===== src/rtl/pulse_pacer_pkg.sv =====
// Shared types and constants for the pulse pacer: FSM state encoding and gap counter width.
package pulse_pacer_pkg;

   localparam int GAP_CNT_W = 8;

   typedef enum logic [1:0] {
      IDLE  = 2'd0,
      PULSE = 2'd1,
      GAP   = 2'd2
   } pacer_state_e;

endpackage : pulse_pacer_pkg


===== src/rtl/sat_counter.sv =====
// Up/down saturating counter with synchronous clear; holds the pacer's queue depth.
module sat_counter #(
   parameter int W = 4
) (
   input  logic         clk,
   input  logic         rst,
   input  logic         clr,
   input  logic         inc,
   input  logic         dec,
   output logic [W-1:0] count,
   output logic         at_max
);

   assign at_max = (count == {W{1'b1}});

   // Simultaneous inc and dec cancel; clear takes priority over both.
   always_ff @(posedge clk or posedge rst) begin
      if (rst) begin
         count <= '0;
      end else if (clr) begin
         count <= '0;
      end else if (inc && !dec && !at_max) begin
         count <= count + 1'b1;
      end else if (dec && !inc && (count != '0)) begin
         count <= count - 1'b1;
      end
   end

endmodule : sat_counter


===== src/rtl/pulse_pacer.sv =====
// Paces bursty events into single-cycle pulses separated by GAP_CYCLES idle cycles.
// Optional sticky overflow flag enabled by defining PULSE_PACER_OVF_EN.
module pulse_pacer
   import pulse_pacer_pkg::*;
#(
   parameter int GAP_CYCLES = 6,
   parameter int CNT_W      = 4
) (
   input  logic             clk,
   input  logic             rst,
   input  logic             event_in,
   input  logic             flush,
   output logic             pulse_out,
   output logic [CNT_W-1:0] pending,
   output logic             busy,
   output pacer_state_e     state_dbg
`ifdef PULSE_PACER_OVF_EN
   ,
   output logic             ovf
`endif
);

   localparam logic [GAP_CNT_W-1:0] GAP_LAST = GAP_CNT_W'(GAP_CYCLES - 1);

   pacer_state_e         state_q;
   pacer_state_e         next_state;
   logic [GAP_CNT_W-1:0] gap_q;
   logic [GAP_CNT_W-1:0] gap_d;
   logic                 pending_nz;
   logic                 at_max;
   logic                 issue;
   logic                 drop;
   logic                 accept;

   assign pending_nz = (pending != '0);
   // A flush cancels an issue that would otherwise start on the same edge.
   assign issue      = (state_q == IDLE) && pending_nz && !flush;
   assign drop       = event_in && at_max && !issue && !flush;
   assign accept     = event_in && !drop;
   assign busy       = (state_q != IDLE) || pending_nz;
   assign state_dbg  = state_q;

   sat_counter #(
      .W(CNT_W)
   ) u_pending (
      .clk   (clk),
      .rst   (rst),
      .clr   (flush),
      .inc   (accept),
      .dec   (issue),
      .count (pending),
      .at_max(at_max)
   );

   always_comb begin
      next_state = state_q;
      gap_d      = gap_q;
      case (state_q)
         IDLE: begin
            if (issue) next_state = PULSE;
         end
         PULSE: begin
            next_state = GAP;
            gap_d      = '0;
         end
         GAP: begin
            if (gap_q == GAP_LAST) begin
               next_state = IDLE;
               gap_d      = '0;
            end else begin
               gap_d = gap_q + 1'b1;
            end
         end
         default: begin
            next_state = IDLE;
            gap_d      = '0;
         end
      endcase
   end

   // pulse_out is registered from next_state so it tracks state == PULSE exactly.
   always_ff @(posedge clk or posedge rst) begin
      if (rst) begin
         state_q   <= IDLE;
         gap_q     <= '0;
         pulse_out <= 1'b0;
      end else begin
         state_q   <= next_state;
         gap_q     <= gap_d;
         pulse_out <= (next_state == PULSE);
      end
   end

`ifdef PULSE_PACER_OVF_EN
   always_ff @(posedge clk or posedge rst) begin
      if (rst) begin
         ovf <= 1'b0;
      end else if (flush) begin
         ovf <= 1'b0;
      end else if (drop) begin
         ovf <= 1'b1;
      end
   end
`endif

endmodule : pulse_pacer


===== config.mk =====
export PLATFORM = sky130hd
export DESIGN_NAME = pulse_pacer
export DESIGN_NICKNAME = d
export VERILOG_FILES = /design/src/rtl/pulse_pacer_pkg.sv /design/src/rtl/sat_counter.sv /design/src/rtl/pulse_pacer.sv
export SDC_FILE = /design/constraint.sdc
export NUM_CORES = 1
export LEC_CHECK = 0
export CELL_PAD_IN_SITES_DETAIL_PLACEMENT = 0
export CELL_PAD_IN_SITES_GLOBAL_PLACEMENT = 2
export CORE_UTILIZATION = 35
export DETAILED_ROUTE_END_ITERATION = 10
export PLACE_DENSITY_LB_ADDON = 0.1
export SLEW_MARGIN = 20
export SYNTH_ARGS = -nofsm -noshare
export SYNTH_HDL_FRONTEND = slang
export SYNTH_SLANG_ARGS = --single-unit

===== constraint.sdc =====
create_clock -name clk -period 4.4 [get_ports clk]
set_input_delay 0.66 -clock clk [delete_from_list [all_inputs] [get_ports clk]]
set_output_delay 0.66 -clock clk [all_outputs]
set_load 0.005 [all_outputs]

## After elaboration in Yosys (flattened, before gate mapping)

Cells that the tools add are included.

| operators by class | value |
|---|---|
| mux-type cells | 8 |
| reductions and logical operators | 20 |
| add/subtract/negate cells | 3 |
| eq/ne operators | 5 |

Operators by type and width:

| operator | count |
|---|---|
| 8-bit case mux with 2 select lines | 1 |
| 4-bit two-way mux | 3 |
| 1-bit logical AND | 10 |
| 8-bit by 1-bit adder with 8-bit output (second input constant) | 1 |
| 8-bit by 3-bit equality test with 1-bit output (second input constant) | 1 |
| 8-bit two-way mux | 1 |
| 2-bit case mux with 3 select lines | 1 |
| 1-bit zero test | 5 |
| 4-bit by 1-bit adder with 4-bit output (second input constant) | 1 |
| 2-bit by 1-bit equality test with 1-bit output (second input constant) | 2 |
| 4-bit equality test (second input constant) | 1 |
| 2-bit two-way mux | 2 |
| 4-bit nonzero test | 1 |
| 4-bit by 1-bit subtractor with 4-bit output (second input constant) | 1 |
| 3-bit nonzero test | 1 |
| 2-bit equality test (second input constant) | 1 |
| 2-bit zero test | 1 |
| 2-bit nonzero test | 1 |
| 1-bit logical OR | 1 |

| word-level totals | value |
|---|---|
| output and inout bits | 8 |
| logic and storage cells | 40 |
| register bits | 15 |
| bits of input ports | 4 |

## Longest topological paths before layout

| depth | value |
|---|---|
| word-level depth | 14 |
| mapped depth | 9 |
| gate-level depth less buffers | 8 |

## By module

Synthesis repeated with hierarchy kept, for this count alone.

| second synthesis, totals | value |
|---|---|
| cells, all modules | 95 |
| area total of the unflattened synthesis | 929.6 um2 |

Modules (own cells, without submodules):

| module | times used | area an instance (um2) | seq. area each (um2) | cells each |
|---|---|---|---|---|
| pulse_pacer | 1 | 583.1 | 275.3 | 62 |
| sat_counter | 1 | 346.6 | 100.1 | 33 |

## Worst setup path after synthesis

No wires, ideal clock.

| timing | value |
|---|---|
| path type | register to register |
| start | reg u_pending.count[3] |
| end | reg u_pending.count[3] |
| library setup time | 121 ps |
| data required time | 4279 ps |
| period minus slack after synthesis | 2184 ps |
| buffers on the path | 0 |
| setup slack | 2216 ps |
| cell stages (with the launch flop) | 9 |
| arrival time | 2063 ps |
| cell sequence | dfrtp_1 nor4_4 nor3_1 or2_1 ha_1 a21oi_1 nand2_1 mux2i_1 a22o_1 |

| on the way | value |
|---|---|
| word-level cells in the longest chain between the ends | 12 |

RTL lines:

| item | RTL line | RTL |
|---|---|---|
| start, declared | sat_counter.sv:10 | `output logic [W-1:0] count,` |
| start signal, assigned | sat_counter.sv:23 | `count <= count + 1'b1;` |
| start signal, assigned | sat_counter.sv:25 | `count <= count - 1'b1;` |
| 4-bit nonzero test | sat_counter.sv:24, pulse_pacer.sv:35 |  |
| 1-bit logical AND (2 in a row) | pulse_pacer.sv:37 | `assign issue = (state_q == IDLE) && pending_nz && !flush;` |
| 1-bit zero test | sat_counter.sv:22, pulse_pacer.sv:38 |  |
| 1-bit logical AND (2 in a row) | pulse_pacer.sv:38 | `assign drop = event_in && at_max && !issue && !flush;` |
| 1-bit zero test | pulse_pacer.sv:39 | `assign accept = event_in && !drop;` |
| 1-bit logical AND | pulse_pacer.sv:39 |  |
| 1-bit logical AND / 1-bit zero test (equally long branches) | sat_counter.sv:22, sat_counter.sv:24 |  |
| 1-bit logical AND (on tied branches) | sat_counter.sv:22, sat_counter.sv:24 |  |
| 4-bit two-way mux / 1-bit logical AND (equally long branches) | sat_counter.sv:22, sat_counter.sv:24 |  |
| 4-bit two-way mux / 3-bit nonzero test (equally long branches) | n/a |  |

Parallel ways exist; a longest one is shown, timed or not. The select of a mux whose other input is x is not followed.
A chain may end at the register's enable or synchronous reset.

## Final worst setup path

| timing | value |
|---|---|
| start | reg u_pending.count[0] |
| end | out busy |

| on the way | value |
|---|---|
| word-level cells in the longest chain between the ends | 2 |

RTL lines:

| item | RTL line | RTL |
|---|---|---|
| 4-bit nonzero test | pulse_pacer.sv:35 | `assign pending_nz = (pending != '0);` |
| 1-bit logical OR | pulse_pacer.sv:40 | `assign busy = (state_q != IDLE) \|\| pending_nz;` |
| end, declared | pulse_pacer.sv:15 | `output logic busy,` |

Every way passes these cells.

==> flow_summary.toml <==
[drt]
routedWlPerCell_um = 13.7
ant_nets = 0
drtPass1Iterations = 4
wirelength_mm = 1.85
drtIter0Drc = 11
num_vias = 715
remaining_drc_errors = 0
viasPerCell = 5.30

[clock_tree]
postCtsHoldBufs = 0
cts_tree = "done"
clk_pin_slew_ns = 0.09
cts_buffers = 3
clock-sinks = 15
cts-root-buf = "clkbuf_4"
post_cts_resized = 0
post_cts_buffers = 0
clk_latency_ns = 0.28
cts-htree-levels = 1
clock_path_buffers = 2

[worst_setup_path]
critical_path_class = "reg2out"
path_max_fanout = 8
reg2regPathDepth = 8
crit_path_cell_trace = "nor4_4, nand2_1, clkdlybuf4s50_1"
worstPathArrival_ns = 1.81
crit_path_max_incr_delay_ns = 0.49
slowest_stage = "nor4_4"
critPathLaunchType = "register"
cp_data_required_time_ns = 3.74
worstSetupEndpointType = "output port"

[placed_design]
portBuffers = 11
post-dp-hpwl_mm = 1.40
dpl_cell_area_mm2 = 0.00103
globalplace.congestion = 0.785

[yosys]
synth_top_area_frac = 0.421
ys_types = 35
synth_largest_area_cell = "dfrtp_1"
yosysWarnings = 0
synth_edf_count = 0
synthCells = 94
synth-simple-area-share = 0.238
synth_top_family_by_area = "simple AND/OR/NAND/NOR gates"
yosysSeqAreaShare = 0.421
synth_area_um2 = 892
synth-compound-area-share = 0.180
ys_ff_latch = 15
synthArstFlopShare = 1.00
synth.avg_cell_area_um2 = 9.49
synthTopCellsByArea = "dfrtp_1 42%, ha_1 5.6%, o21ai_1 3.9%, nor3_1 3.4%, nand2_1 3.4%"
ys.flop_type = "dfrtp_1"
synth_xor_area_frac = 0.0196
muxShareOfSynthArea = 0.0224
synth_fp_nets = 103
yosys.area_share.adder = 0.0785

[floorplanning]
num_rows = 17
die_y_um = 52.5
core_region_area_mm2 = 0.00230
die-area_mm2 = 0.00275
ioPinCount = 12
start_util = 0.388
fp.dieW_um = 52.5

[global_route]
grt_pass1_wl_mm = 3.35
antenna_found_initial = 0
grt_max_degree = 16
grt.total_usage = 0.171
grt_pass1_vias = 707
grt_overflow_total = 0

[worst_hold_path]
whs_path_depth = 1
hp-class = "reg2reg"

[timing]
min_period_over_period = 0.562
tns_ns = 0
whs_ns = 0.535
period_minus_slack_ns = 2.47
worst_pin_slew_ns = 0.606
finClkSkew_ns = 0.00820
setup_violations = 0
slew_headroom = 0.596
grt_setup_unrepaired = "false"
finalHoldViolations = 0
clock.fmax_mhz = 405
final_max_slew_viol_count = 0

[layout]
final_cell_mix = "15 x dfrtp_1, 11 x clkdlybuf4s50_1, 8 x nand2_1, 7 x o21ai_1"
n_antenna_cell = 0
nNetsFinal = 117
multiInputGateArea_um2 = 480
drive_gt1_frac = 0.0748
regArea_um2 = 375
syn_to_final_growth_pct = 18.2
fill_cells = 236
design_area_mm2 = 0.00105
final_util = 0.459
final_common_cell = "dfrtp_1"

[run]
drv_cap = 0

[power_and_ir_drop]
totalPowerFinal_uw = 689
power.density_mw_per_mm2 = 654
leakage_nw = 0.471
max-vdd-ir-drop_mv = 0.378

[outcome]
outcome = "complete, no violations"
[path summary, 6_finish.rpt]
kind / from / endpoint / slack (ns)
min in group asynchronous: rst / u_pending.count[0] / 0.74
worst max register to register: u_pending.count[0] / u_pending.count[3] / 1.99
worst min-delay path: state_dbg[1] / state_dbg[1] / 0.53
worst min register to register: state_dbg[1] / state_dbg[1] / 0.53
worst max-delay path: u_pending.count[0] / busy / 1.93
max in group asynchronous: rst / pulse_out / 3.26
[Yosys cell counts (2+ instances only)]
cell type  count
a21o_1         2
o211ai_1       2
and3_1         2
nand3_1        5
nand2b_1       2
o21ai_1        7
inv_1          6
or2_1          2
nand2_1        8
nor3_1         6
buf_2          2
mux2i_1        2
nor2_1         3
or3_1          2
nor3b_1        2
dfrtp_1       15
ha_1           4
o21ai_0        2
a21oi_1        4
[final cells by class]
type	instances	share of cell area
flip-flops and latches	15	0.356
inverters	7	0.0249
clock buffers	3	0.0214
clock inverters	1	0.00474
multi-input cells	70	0.456
well taps	28	0.0332
repair buffers	11	0.104
[cell families (layout without fill, tap and decap cells)]
family	after synthesis	count (layout)
AOI/OAI and AO/OA	24	24
xor gates and xnor gates	2	2
adders and majority gates	5	5
buffers and inverters	9	22
DFF	15	15
muxes	2	2
and+or+nand+nor	37	37
[routing by layer]
metal	wire, um	GRT usage
met4	14	0.0263
met3	54	0.0609
met2	781	0.247
met5	0	0
met1	1000	0.245
[worst max-delay path: cells and delay by family, from the launching register on]
family | cells | cell delay, ns
simple gates | 2 | 0.59
flops | 1 | 0.48
buf+inv | 1 | 0.46
[registers in the layout (all words and copies together), names as in the netlist]
name / flops
state_dbg: 2
u_pending.count: 4
pulse_out: 1
gap_q: 8
[power by group]
part / internal (mW) / switching, mW
logic: 0.182 / 0.196
clock network: 0.0337 / 0.0438
registers: 0.178 / 0.0554
[through the flow]
step / setup WS [ns] / instances
floorplan: 2.22 / 94
global placement: 1.74 / 131
detailed placement: 1.67 / 131
CTS: 1.90 / 135
global route: 1.79 / 135
finish: 1.93 / 135
Power figures use the tool's default switching activity.
